### config.mk
export PLATFORM = sky130hd
export DESIGN_NAME = polar12_flat
export DESIGN_NICKNAME = d
export VERILOG_FILES = /design/src/rtl/polar12_pkg.sv /design/src/rtl/polar12_if.sv /design/src/rtl/polar12_cordic_step.sv /design/src/rtl/polar12.sv /design/src/flat_wrapper.sv
export SDC_FILE = /design/constraint.sdc
export NUM_CORES = 1
export LEC_CHECK = 0
export ABC_AREA = 1
export CELL_PAD_IN_SITES_DETAIL_PLACEMENT = 1
export CELL_PAD_IN_SITES_GLOBAL_PLACEMENT = 1
export CORE_UTILIZATION = 41
export DETAILED_ROUTE_END_ITERATION = 10
export GPL_TIMING_DRIVEN = 0
export HOLD_SLACK_MARGIN = 0.08
export PLACE_DENSITY_LB_ADDON = 0.1
export SLEW_MARGIN = 20
export SYNTH_ARGS = -nofsm -noshare
export SYNTH_HDL_FRONTEND = slang
export SYNTH_HIERARCHICAL = 1
export SYNTH_SLANG_ARGS = --single-unit
### constraint.sdc
create_clock -name clk -period 3.8 [get_ports clk]
set_input_delay 1.14 -clock clk [delete_from_list [all_inputs] [get_ports clk]]
set_output_delay 1.14 -clock clk [all_outputs]
set_load 0.05 [all_outputs]
### src/rtl/polar12_pkg.sv
// Shared widths, constants and state encoding for the polar12 CORDIC converter.
package polar12_pkg;
   localparam int unsigned W_IN   = 12;
   localparam int unsigned W_INT  = 16;
   localparam int unsigned W_EXT  = W_INT + 1;
   localparam int unsigned W_PROD = 2 * W_IN;
   localparam int unsigned W_CNT  = 4;
   localparam int unsigned ITER   = 12;
   localparam int unsigned K      = 2487;

   // atan(2^-i) with full circle = 65536
   localparam logic signed [W_INT-1:0] ATAN [ITER] = '{
      16'sd8192, 16'sd4836, 16'sd2555, 16'sd1297, 16'sd651, 16'sd326,
      16'sd163,  16'sd81,   16'sd41,   16'sd20,   16'sd10,  16'sd5
   };

   typedef logic [1:0] state_t;
   localparam state_t IDLE = 2'd0;
   localparam state_t ROT  = 2'd1;
   localparam state_t DONE = 2'd2;

   // Round Q.2 to integer and clamp symmetrically to +/-2047
   function automatic logic signed [W_IN-1:0] rnd_sat(input logic signed [W_INT-1:0] v);
      logic signed [W_EXT-1:0] r;
      r = W_EXT'(v) + 17'sd2;
      r = r >>> 2;
      if (r > 17'sd2047)       return 12'sd2047;
      else if (r < -17'sd2047) return -12'sd2047;
      else                     return W_IN'(r);
   endfunction
endpackage

### src/rtl/polar12_if.sv
// Sample/result bus between the phase/envelope source and polar12.
interface polar12_if;
   import polar12_pkg::*;
   logic [W_IN-1:0]        m;
   logic [W_IN-1:0]        p;
   logic                   iv;
   logic                   rdy;
   logic signed [W_IN-1:0] x;
   logic signed [W_IN-1:0] y;
   logic                   ov;

   modport master (output m, p, iv, input rdy, x, y, ov);
   modport slave  (input m, p, iv, output rdy, x, y, ov);
endinterface

### src/rtl/polar12_cordic_step.sv
// One CORDIC micro-rotation in rotation mode (combinational).
module cordic_step
   import polar12_pkg::*;
(
   input  logic signed [W_INT-1:0] xr,
   input  logic signed [W_INT-1:0] yr,
   input  logic signed [W_INT-1:0] zr,
   input  logic [W_CNT-1:0]        i,
   input  logic signed [W_INT-1:0] atan_i,
   output logic signed [W_INT-1:0] xn_c,
   output logic signed [W_INT-1:0] yn_c,
   output logic signed [W_INT-1:0] zn_c
);
   logic signed [W_INT-1:0] xs;
   logic signed [W_INT-1:0] ys;

   always_comb begin
      xs = xr >>> i;
      ys = yr >>> i;
      if (!zr[W_INT-1]) begin
         xn_c = xr - ys;
         yn_c = yr + xs;
         zn_c = zr - atan_i;
      end else begin
         xn_c = xr + ys;
         yn_c = yr - xs;
         zn_c = zr + atan_i;
      end
   end
endmodule

### src/rtl/polar12.sv
// Iterative polar-to-rectangular converter: quadrant fold, 12 CORDIC steps, round and saturate.
module polar12
   import polar12_pkg::*;
(
   input  logic      clk,
   input  logic      rst_n,
   polar12_if.slave  io
);
   state_t                  state, state_n;
   logic [W_CNT-1:0]        cnt, cnt_n;
   logic signed [W_INT-1:0] xr, yr, zr, xr_n, yr_n, zr_n;
   logic signed [W_INT-1:0] xs_c, ys_c, zs_c, atan_c, mk_c, z0_c;
   logic [W_PROD-1:0]       prod_c;
   logic signed [W_IN-1:0]  x_r, y_r, x_n, y_n;
   logic                    ov_r, ov_n, rdy_r, rdy_n;

   assign io.x   = x_r;
   assign io.y   = y_r;
   assign io.ov  = ov_r;
   assign io.rdy = rdy_r;

   // Gain-prescaled magnitude in Q.2 and first-quadrant residual angle
   assign prod_c = W_PROD'(io.m) * W_PROD'(K);
   assign mk_c   = $signed(W_INT'(prod_c >> 10));
   assign z0_c   = $signed({2'b00, io.p[9:0], 4'b0000});
   assign atan_c = (cnt < W_CNT'(ITER)) ? ATAN[cnt] : '0;

   cordic_step u_step (
      .xr(xr), .yr(yr), .zr(zr), .i(cnt), .atan_i(atan_c),
      .xn_c(xs_c), .yn_c(ys_c), .zn_c(zs_c)
   );

   always_comb begin
      state_n = state;
      cnt_n   = cnt;
      xr_n    = xr;
      yr_n    = yr;
      zr_n    = zr;
      x_n     = x_r;
      y_n     = y_r;
      ov_n    = 1'b0;
      rdy_n   = rdy_r;
      case (state)
         IDLE: begin
            if (io.iv) begin
               state_n = ROT;
               rdy_n   = 1'b0;
               cnt_n   = '0;
               zr_n    = z0_c;
               case (io.p[11:10])
                  2'b00:   begin xr_n = mk_c;  yr_n = '0;    end
                  2'b01:   begin xr_n = '0;    yr_n = mk_c;  end
                  2'b10:   begin xr_n = -mk_c; yr_n = '0;    end
                  default: begin xr_n = '0;    yr_n = -mk_c; end
               endcase
            end
         end
         ROT: begin
            xr_n  = xs_c;
            yr_n  = ys_c;
            zr_n  = zs_c;
            cnt_n = cnt + W_CNT'(1);
            if (cnt == W_CNT'(ITER - 1)) state_n = DONE;
         end
         DONE: begin
            x_n     = rnd_sat(xr);
            y_n     = rnd_sat(yr);
            ov_n    = 1'b1;
            rdy_n   = 1'b1;
            cnt_n   = '0;
            state_n = IDLE;
         end
         default: begin
            state_n = IDLE;
            rdy_n   = 1'b1;
            cnt_n   = '0;
         end
      endcase
   end

   always_ff @(posedge clk or negedge rst_n) begin
      if (!rst_n) begin
         state <= IDLE;
         cnt   <= '0;
         xr    <= '0;
         yr    <= '0;
         zr    <= '0;
         x_r   <= '0;
         y_r   <= '0;
         ov_r  <= 1'b0;
         rdy_r <= 1'b1;
      end else begin
         state <= state_n;
         cnt   <= cnt_n;
         xr    <= xr_n;
         yr    <= yr_n;
         zr    <= zr_n;
         x_r   <= x_n;
         y_r   <= y_n;
         ov_r  <= ov_n;
         rdy_r <= rdy_n;
      end
   end
endmodule
### src/flat_wrapper.sv
// flat-port wrapper written by rule: the top's interface ports become plain ports
module polar12_flat import polar12_pkg::*;
  (clk, rst_n, io_m, io_p, io_iv, io_rdy, io_x, io_y, io_ov);
  polar12_if io_i ();
  input  logic clk;
  input  logic rst_n;
  input wire logic [$bits(io_i.m)-1:0] io_m;
  input wire logic [$bits(io_i.p)-1:0] io_p;
  input wire logic [$bits(io_i.iv)-1:0] io_iv;
  output wire logic [$bits(io_i.rdy)-1:0] io_rdy;
  output wire logic [$bits(io_i.x)-1:0] io_x;
  output wire logic [$bits(io_i.y)-1:0] io_y;
  output wire logic [$bits(io_i.ov)-1:0] io_ov;
  assign io_i.m = io_m;
  assign io_i.p = io_p;
  assign io_i.iv = io_iv;
  assign io_rdy = io_i.rdy;
  assign io_x = io_i.x;
  assign io_y = io_i.y;
  assign io_ov = io_i.ov;
  polar12 u_core (.clk(clk), .rst_n(rst_n), .io(io_i));
endmodule
* Word level (Yosys, flattened, before mapping)
Memory sizes are Yosys's and may differ from the RTL's.
Cells that the tools add are included.
** Storage, ports and cells
- Memories kept :: 1
- Input bits :: 27
- Bits in read-only memories :: 256
- Word-level logic and storage cells :: 71
- Flip-flop bits (word level) :: 80
- Output and inout bits :: 26
** Memory list
- (name not given) :: depth 16, width 16, read ports 1, clocked after Yosys merged registers in 0, write ports 0, RTL line polar12.sv:26 : assign atan_c = (cnt < W_CNT'(ITER)) ? ATAN[cnt] : '0;
** Cells by class
- Reduce and logical (&&, ||, !) cells :: 7
- Bitwise operators :: 2
- $mul :: 1
- Equal/unequal tests :: 7
- $lt $le $gt $ge :: 6
- Add/subtract/negate cells :: 10
- Shift-type cells :: 2
- Mux-type cells :: 26
** Operators with widths (number)
- $pmux 16 s2 :: 5
- $mux 16 :: 9
- $add 16x16->16 :: 3
- $mux 12 :: 4
- $sub 16x16->16 :: 3
- $add 16x3->17 const B :: 2
- $sshr 16x4->16 :: 2
- $gt 15x12->1 const B :: 2
- $lt 15x12->1 const B :: 2
- $mul 12x12->24 const B :: 1
- $neg 14->16 :: 1
- $pmux 4 s2 :: 1
- $reduce_and 2->1 :: 3
- $ge 5x5->1 const B :: 1
- $not 4->5 :: 1
- $add 4x1->4 const B :: 1
- $eq 2x1->1 const B :: 2
- $eq 2x2->1 const B :: 2
- $eq 4x4->1 const B :: 1
- $logic_not 2->1 :: 2
- $lt 4x4->1 const B :: 1
- $mux 2 :: 2
- $mux 4 :: 1
- $pmux 2 s2 :: 1
- other kinds (7) :: 8

* Longest topological paths before layout
Gate-level depths: netlist of run 1.
- Depth in word-level cells :: 8
- Gate-level depth with buffers :: 30
- Depth with buffers taken out :: 29

* Modules after synthesis
Netlist of run 1, hierarchy kept.
** By module, submodules not included
- polar12 :: sequential area each 2003.2 um2, instances 1, area an instance 8380.5 um2, cells an instance 1159
- cordic_step :: sequential area each 0.0 um2, instances 1, area an instance 4615.7 um2, cells an instance 823

* Worst setup path after synthesis of run 1
No wires, ideal clock.
- Path type :: input to register
- Start point :: input io_m[4]
- End point :: register u_core.yr[12]
- Buffers on the path :: 0
- Stages :: 26
- Data required time :: 3.684 ns
- Path slack :: -1.678 ns
- Setup time :: 0.116 ns
- Data arrival time :: 5.362 ns
- Cell sequence :: ha_1 > ha_1 > a21o_1 > fa_1 > fa_1 > inv_1 > fa_1 > inv_1 > ha_1 > nand2_1 > inv_1 > nand2_1 > inv_1 > nand2_1 > nand2_1 > xnor2_2 > ha_1 > nand3_1 > nor2_4 > nand3_2 > nor2_1 > nand2_1 > nand3_1 > nand2_1 > nand2_1 > nand2_1
** Between the ends
- Longest elaborated chain between the ends :: 5
** Ends and longest elaborated chain
- start: declaration :: RTL line flat_wrapper.sv:7 : input wire logic [$bits(io_i.m)-1:0] io_m;
- $mul 12x12->24 (*) :: RTL line polar12.sv:23 : assign prod_c = W_PROD'(io.m) * W_PROD'(K);
- $neg 14->16 :: RTL line polar12.sv:54 : default: begin xr_n = '0; yr_n = -mk_c; end
- $pmux 16 s2 (*) :: RTL line polar12.sv:50 : case (io.p[11:10])
- $mux 16 (*) :: RTL line polar12.sv:45 : if (io.iv) begin
- $pmux 16 s2 (*) :: RTL line polar12.sv:43 : case (state)
- end signal: assignment :: RTL line polar12.sv:96 : yr <= yr_n;
- end: declaration :: RTL line polar12.sv:11 : logic signed [W_INT-1:0] xr, yr, zr, xr_n, yr_n, zr_n;
Mark *: on every way between the ends. The rest lies on a longest branch, timed or not. The select of a mux whose other input is x is not followed.
A chain may end at the register's enable or synchronous reset.

* Worst setup path after layout of run 1
- Start point :: input io_m[6]
- End point :: register u_core.yr[6]
The elaborated chain is that of the path after synthesis.

==> flow_summary.ini, run 1 <==
[outcome]
status = complete, but fails checks
violations = setup timing

[clocking]
htreeDepth = 3
clk_pin_slew_ns = 0.07
cts_tree = done
cts_sinks = 80
clock_latency_ns = 0.36
hold_buffers = 0
root_buffer = clkbuf_16
clk_path_buf_depth = 2
numCtsBuffers = 9

[critical_path]
crit_fanout = 7
r2r_slack_ns = -0.76
crit_path_start_kind = input port
path_class = in -> reg
crit_path_top_delay_cell = fa_1
cp-end-kind = flip-flop
arrival_ns = 5.74
max_stage_delay_ns = 0.53
cp_num_buf_inv = 6
path_delay_family = adder cells
required_ns = 4.06

[synthesis]
ys_warn_count = 6
synth_top_area_share_pct = 15.2
ys.flop_type = dfrtp_1
yosysMostFrequentCell = nand2_1
yosys-top-cells-area = dfrtp_1, nand2_1, ha_1
ys_seq_area_share_pct = 15.4
yosysUniqueCellTypes = 58
synth-edff-count = 0
async_reset_ff_share_pct = 100
syn_area_per_cell_um2 = 6.56
synth_area_leader_cell = dfrtp_1
syn_inst = 1982
synth_seq_cells = 80
synth.top_cells.by_count = nand2_1, inv_1, nand3_1
synth_area_um2 = 13000

[grt]
grt_max_degree = 53
grt_pass1_vias = 14729
grt_first_pass_wirelength_mm = 78.0
antenna_found_initial = 1
grt_overflow = 0
grt_usage_pct = 30.5

[sta]
setup_violations = 35
rsz0062_at_grt = yes
min_period_ns = 5.49
setup_ws_ns = -1.69
worstMarginPinSlew_ns = 0.852
fmax_ghz = 0.182
final_hold_viol_count = 0
period_share_pct = 144
maxSlewViolCount = 0
tns_ns = -47.97
fin_skew_ns = 0.00915
max-slew-margin-rel_pct = 43.2

[drt]
ant_nets = 0
wire_per_inst_um = 20.5
drtIter0Drc = 780
firstDrtPassIters = 5
vias = 14194
finalWirelength_mm = 52.0
via_per_inst = 5.59
drc = 0

[placed_design]
hpwl_mm = 38.7
dp_cells = 2434
routabilityCongestion = 0.971
portBuffers = 52

[finish]
fin_nets = 2351
layout.cells.non_filler = 2539
utilization_pct = 53.5
area_growth_pct = 27.2
diodes = 0
drive_above_1_share_pct = 21.6

[die]
num_rows = 64
die-area_um2 = 32400
die_h_um = 180
ios = 53
initial_utilization_pct = 42.0
die_x_um = 180
fp.coreArea_um2 = 30900

[job]
cap_violations = 0

[min_path]
hold_path.class = reg -> reg
-- through the flow --
| stage | setup slack (ns) | cell area, um2 | hold WS, ns |
|---|---|---|---|
| 6_report | -1.69 | 16500 | 0.486 |
| 5_1_grt | -1.83 | 16500 | 0.526 |
| 4_1_cts | -1.47 | 15500 | 0.493 |
| 3_5_place_dp | -2.94 | 14300 | 0.479 |
| 3_3_place_gp | -2.81 | 14300 | 0.477 |
| 2_1_floorplan | -1.38 | 13300 | 0.459 |
-- state kept, by name (all words and copies together) (netlist names), 2 cells and up --
signal,cells
u_core/yr,16
u_core/io.y,12
u_core/cnt,4
u_core/io.x,12
u_core/state,2
u_core/zr,16
u_core/xr,16
-- path summary, 6_finish.rpt --
kind	from	to	depth (start not counted)
setup / recovery	io_m[6]	u_core/yr[6]$_DFFE_PN0P_	27
hold / removal	u_core/io.x[11]$_DFFE_PN0P_	u_core/io.x[11]$_DFFE_PN0P_	2
setup reg to reg	u_core/cnt[2]$_DFFE_PN0N_	u_core/yr[12]$_DFFE_PN0P_	22
hold reg to reg	u_core/io.x[11]$_DFFE_PN0P_	u_core/io.x[11]$_DFFE_PN0P_	2
max in group asynchronous	rst_n	u_core/io.rdy$_DFFE_PN1P_	2
min in group asynchronous	rst_n	u_core/io.y[2]$_DFFE_PN0P_	1
-- per-layer routing --
metal | share of wire [%] | GRT usage, % | wire length, um
met5 | 0 | 0 | 0
met3 | 4.2 | 4.12 | 2200
met2 | 51 | 54.9 | 26500
met1 | 41 | 37.5 | 21500
met4 | 3.4 | 9.71 | 1790
-- worst reg2reg max path, cell delays in order (launching register included) --
cell      delay (ns)
dfrtp_1         0.35
buf_2           0.27
buf_1           0.49
nand3_1         0.17
nand2_1         0.13
nand2_1         0.06
nand2_1         0.20
inv_1           0.08
ha_1            0.26
o21ai_0         0.44
fa_1            0.32
nand3_1         0.08
nand2_1         0.12
inv_1           0.05
o21a_1          0.21
o21ai_0         0.28
a21boi_0        0.22
o21ai_0         0.27
xor2_1          0.21
nor2_1          0.07
nor2_1          0.12
nand2_1         0.06
nand2_1         0.05
-- kinds of logic (layout without fill, tap and decap cells) --
logic type	count (synthesis)	after routing	share of synthesized area, %
xor+xnor	109	109	7.52
simple gates	1003	1003	33.8
other cells	1	4	0.0289
compound gates	260	260	11.6
flops	80	80	15.4
buf+inv	343	501	10.8
fa+ha+maj	186	186	20.9
-- repair_timing --
action / CTS / global route
setup endpoints to repair: 39 / 39
buffers inserted: 52 / 37
resized for setup: 231 / 171
pin swaps: 71 / 81
-- layout make-up --
class	instances	area, um2
Inverter	288	1120
Fill cell	3989	14400
Timing Repair Buffer	142	1300
Buffer	55	328
Multi-Input combinational cell	1562	11000
Tap cell	396	495
Clock buffer	9	225
Clock inverter	7	78.8
Sequential cell	80	2010
-- placed cells by master, fill, tap and decap left out, types with 7 or more instances in the layout --
cell type,netlist,final
nand2_1,520,459
inv_1,279,242
nand3_1,201,178
nor2_1,168,149
ha_1,134,102
buf_4,3,89
a21oi_1,90,77
dfrtp_1,79,77
xor2_1,79,68
nand2_2,26,64
o21ai_0,81,62
fa_1,52,51
clkdlybuf4s50_1,0,39
inv_2,7,33
nand3_2,16,29
ha_4,0,26
xnor2_1,27,25
o21ai_1,11,25
nand2_4,2,24
clkbuf_1,24,21
nor2_4,4,20
nand4_1,20,20
nor2_2,15,18
buf_6,6,17
buf_2,16,16
nor3_1,18,13
inv_4,1,10
xor2_2,1,10
a21oi_2,3,10
nand3_4,0,10
clkbuf_16,0,9
a31oi_1,8,8
buf_12,1,7
o211ai_1,7,7
a22oi_1,7,7
Power of run 1 is not shown: default switching activity piles up to over one toggle a cycle in this logic, so the estimate is an artifact.
==> run 2: changes to the inputs <==
--- a/config.mk
+++ b/config.mk
@@ -13,7 +13,7 @@
 export GPL_TIMING_DRIVEN = 0
 export HOLD_SLACK_MARGIN = 0.08
 export PLACE_DENSITY_LB_ADDON = 0.1
-export SLEW_MARGIN = 20
+export SETUP_SLACK_MARGIN = 0.15
 export SYNTH_ARGS = -nofsm -noshare
 export SYNTH_HDL_FRONTEND = slang
 export SYNTH_HIERARCHICAL = 1
==> run 2 against run 1 <==
Compared with the run above:
- the run still ends with setup timing left
- flip-flop and latch count unchanged
- clock-buffer cell count unchanged
- cell count is 0.51% higher
- critical endpoint is now u_core/yr[11]$_DFFE_PN0P_
==> flow_summary.ini, run 2 (synthesis results as in run 1) <==
[critical_path]
crit_fanout = 6
r2r_slack_ns = -0.86
required_ns = 4.05
crit_path_top_delay_cell = fa_1
crit_path_start_kind = input port
cp-end-kind = flip-flop
path_delay_family = adder cells
arrival_ns = 5.75
max_stage_delay_ns = 0.50
cp_num_buf_inv = 6
cp.depth = 28
r2r_cells = 22
path_class = in -> reg

[grt]
grt_usage_pct = 31.1
grt_overflow = 0
grt_first_pass_wirelength_mm = 79.6
grt_max_degree = 63
antenna_found_initial = 0
grt_pass1_vias = 14869

[sta]
rsz0062_at_grt = yes
fin_hold_ws_ns = 0.491
min_period_ns = 5.50
final_hold_viol_count = 0
fmax_ghz = 0.182
maxSlewViolCount = 0
max-slew-margin-rel_pct = 45.1
setup_ws_ns = -1.70
period_share_pct = 145
tns_ns = -47.36
worstMarginPinSlew_ns = 0.823
setup_violations = 34
fin_skew_ns = 0.0106

[die]
num_rows = 64
die_h_um = 180
die-area_um2 = 32400
initial_utilization_pct = 42.0
fp.coreArea_um2 = 30900
die_x_um = 180
ios = 53

[finish]
fin_nets = 2364
drive_above_1_share_pct = 23.4
utilization_pct = 54.2
ff_latch_area_um2 = 2010
area_growth_pct = 29.0
layout_commonest_cell = nand2_1
multiInputGateArea_um2 = 11100
fillCellCount = 3923
largest_registers = u_core/xr x16, u_core/yr x16, u_core/zr x16
final_cell_mix = nand2_1, inv_1, nand3_1, nor2_1, ha_1
stdcell_area_um2 = 16800
diodes = 0

[clocking]
numCtsBuffers = 9
cts_tree = done
htreeDepth = 3
clock_latency_ns = 0.36
cts_sinks = 80
clk_path_buf_depth = 2
root_buffer = clkbuf_16
clk_pin_slew_ns = 0.07

[min_path]
holdPathStages = 2
hold_path.class = reg -> reg

[drt]
wire_per_inst_um = 21.6
drtIter0Drc = 806
finalWirelength_mm = 55.0
drc = 0
firstDrtPassIters = 5
vias = 14500
ant_nets = 0
via_per_inst = 5.68

[placed_design]
hpwl_mm = 38.5
portBuffers = 52
routabilityCongestion = 0.938
place_area_um2 = 14300

[outcome]
status = complete, but fails checks
violations = setup timing

[job]
cap_violations = 0
-- run 2: final timing paths --
check / startpoint / endpoint
min in group asynchronous: rst_n / u_core/io.y[6]$_DFFE_PN0P_
max: io_m[8] / u_core/yr[11]$_DFFE_PN0P_
min: u_core/io.x[11]$_DFFE_PN0P_ / u_core/io.x[11]$_DFFE_PN0P_
max in group asynchronous: rst_n / u_core/io.rdy$_DFFE_PN1P_
max reg2reg: u_core/cnt[2]$_DFFE_PN0N_ / u_core/yr[12]$_DFFE_PN0P_
min reg2reg: u_core/io.x[11]$_DFFE_PN0P_ / u_core/io.x[11]$_DFFE_PN0P_
-- run 2: layout make-up --
class | count | share of cell area, %
clock buffer | 9 | 1.34
multi-input combinational | 1562 | 66.0
tap | 396 | 2.96
clock inverter | 7 | 0.328
timing repair buffer | 155 | 8.73
sequential | 80 | 12.0
inverter | 288 | 6.63
buffer | 55 | 2.01
-- run 2: through the flow --
stage	instances	setup WS, ns
floorplan	1985	-1.38
global placement	2433	-2.76
detailed placement	2434	-2.90
CTS	2508	-1.49
global route	2552	-1.95
finish	2552	-1.70
-- run 2: layer usage --
metal,GRT usage (%),wire length (um),vias up
met5,0,0,-
li1,-,-,6752
met3,3.38,2400,166
met1,38.1,22300,7115
met4,10.3,2610,0
met2,56.5,27700,467
-- run 2: repair_timing --
item / CTS / global route
gates resized for setup: 285 / 156
endpoints found under the hold margin: 0 / 0
pin swaps: 125 / 120
endpoints found under the setup margin: 41 / 41
buffers inserted: 58 / 44
hold buffers: 0 / 0
-- run 2: worst register-to-register path, stage by stage, from the launching register on --
cell      delay [ns]
dfrtp_1         0.40
buf_2           0.28
buf_1           0.46
nand3_1         0.16
nand2_1         0.12
nand2_1         0.06
nand2_1         0.18
inv_1           0.08
ha_1            0.26
o21ai_0         0.43
fa_1            0.33
nand3_1         0.09
nand2_1         0.11
inv_1           0.06
o21a_1          0.22
o21ai_0         0.29
a21boi_0        0.24
o21ai_0         0.26
xor2_1          0.22
nor2_1          0.07
nor2_1          0.16
nand2_2         0.07
nand2_2         0.06
Power of run 2 is left out for the same reason.
==> run 3: changes to the inputs <==
--- a/config.mk
+++ b/config.mk
@@ -10,7 +10,6 @@
 export CELL_PAD_IN_SITES_GLOBAL_PLACEMENT = 1
 export CORE_UTILIZATION = 41
 export DETAILED_ROUTE_END_ITERATION = 10
-export GPL_TIMING_DRIVEN = 0
 export HOLD_SLACK_MARGIN = 0.08
 export PLACE_DENSITY_LB_ADDON = 0.1
 export SETUP_SLACK_MARGIN = 0.15
==> run 3 against run 2 <==
Compared with the run above:
- the run still ends with setup timing left
- clock-buffer cell count up 1
- cell count grew 9.5%
- die area unchanged
- critical endpoint is now u_core/xr[11]$_DFFE_PN0P_
- largest cell class unchanged
- highest routed layer unchanged
==> flow_summary.ini, run 3 (synthesis results as in run 1) <==
[finish]
area_growth_pct = 46.2
drive_above_1_share_pct = 33.9
fillCellCount = 3895
layout_commonest_cell = nand2_1
largest_registers = u_core/xr x16, u_core/yr x16, u_core/zr x16
final_cell_mix = nand2_1, buf_4, inv_1, nand3_1, nor2_1
fin_nets = 2606
diodes = 0

[drt]
finalWirelength_mm = 69.0
drc = 0
drtIter0Drc = 1308
via_per_inst = 5.99
wire_per_inst_um = 24.7
firstDrtPassIters = 7
vias = 16738
ant_nets = 0

[clocking]
clock_latency_ns = 0.38
clk_path_buf_depth = 2
root_buffer = clkbuf_16
clk_pin_slew_ns = 0.07
cts_tree = done
numCtsBuffers = 9
htreeDepth = 3
cts_sinks = 80

[sta]
period_share_pct = 151
fin_hold_ws_ns = 0.494
setup_violations = 39
worstMarginPinSlew_ns = 0.837
max-slew-margin-rel_pct = 44.2
final_hold_viol_count = 0
rsz0062_at_grt = yes
fin_skew_ns = 0.0210
maxSlewViolCount = 0
min_period_ns = 5.74
fmax_ghz = 0.174
setup_ws_ns = -1.94

[critical_path]
max_stage_delay_ns = 0.53
crit_path_top_delay_cell = fa_1
crit_fanout = 4
path_class = in -> reg
required_ns = 4.06
crit_top_cell = nand2_1
arrival_ns = 5.99
crit_path_start_kind = input port
cp-end-kind = flip-flop

[outcome]
violations = setup timing
status = complete, but fails checks

[die]
num_rows = 64
ios = 53
fp.coreArea_um2 = 30900
die_x_um = 180
die-area_um2 = 32400
initial_utilization_pct = 42.0
die_h_um = 180

[placed_design]
hpwl_mm = 41.9
portBuffers = 52
routabilityCongestion = 0.955

[grt]
grt_overflow = 0
grt_pass1_vias = 16639
grt_usage_pct = 34.5
grt_first_pass_wirelength_mm = 88.4
grt_max_degree = 81
antenna_found_initial = 0

[job]
cap_violations = 0

[min_path]
hold_path.class = reg -> reg
[run 3: cell types whose count changed in the layout (fill, tap and decap cells not counted), sizes merged]
cell           change
buf              +267
clkbuf            -25
clkinvlp           +2
bufinv             +1
inv                -3
clkinv             -1
clkdlybuf4s15      +1
[run 3: final timing paths]
check / to / slack, ns / cells after the start / from
min reg2reg: u_core/io.x[11]$_DFFE_PN0P_ / 0.49 / 2 / u_core/io.x[11]$_DFFE_PN0P_
max: u_core/xr[11]$_DFFE_PN0P_ / -1.94 / 26 / io_m[9]
min: u_core/io.x[11]$_DFFE_PN0P_ / 0.49 / 2 / u_core/io.x[11]$_DFFE_PN0P_
min in group asynchronous: u_core/io.x[7]$_DFFE_PN0P_ / 0.79 / 2 / rst_n
max reg2reg: u_core/xr[12]$_DFFE_PN0P_ / -0.55 / 24 / u_core/cnt[0]$_DFFE_PN0N_
max in group asynchronous: u_core/cnt[2]$_DFFE_PN0N_ / 2.58 / 2 / rst_n
[run 3: metal layers]
layer	GRT usage [%]	vias up	share of wire (%)
li1	-	7208	-
met1	39.1	8236	37
met2	63.6	862	49
met3	4.37	432	6.0
met4	17.6	0	8.5
met5	0	-	0
[run 3: final cells by class]
class	instances	area (um2)	share of cell area (%)
Multi-Input combinational cell	1562	11300	59.6
Timing Repair Buffer	452	3770	19.8
Sequential cell	80	2010	10.6
Inverter	288	1110	5.83
Tap cell	396	495	2.61
Clock buffer	10	229	1.20
Clock inverter	6	67.6	0.356
[run 3: metrics by stage]
stage                     TNS, ns  area (um2)  utilization, %  worst slack, ns  instances
after detailed placement   -76.37       16600            53.6            -2.49       2717
after global placement     -67.47       16600            53.6            -2.23       2717
after floorplan            -38.24       13300               -            -1.38       1985
after global routing       -62.31       19000            61.5            -2.14       2794
final                      -56.96       19000            61.5            -1.94       2794
after CTS                  -46.69       17700            57.4            -1.65       2763
[run 3: critical path, delay by kind of cell]
kind / cells / cell delay, ns
AND/OR/NAND/NOR: 11 / 1.20
adder cells (fa/ha/maj): 6 / 2.46
buffers and inverters: 6 / 0.50
AO/OA/AOI/OAI: 3 / 0.67
[run 3: what timing repair did]
| action | CTS | global route |
|---|---|---|
| pin swaps | 99 | 154 |
| hold buffers | 0 | 0 |
| cloned | 0 | 0 |
| setup buffers | 30 | 31 |
| resized for setup | 248 | 249 |
| hold endpoints to repair | 0 | 0 |
| setup endpoints to repair | 42 | 44 |
Power of run 3 is left out for the same reason.
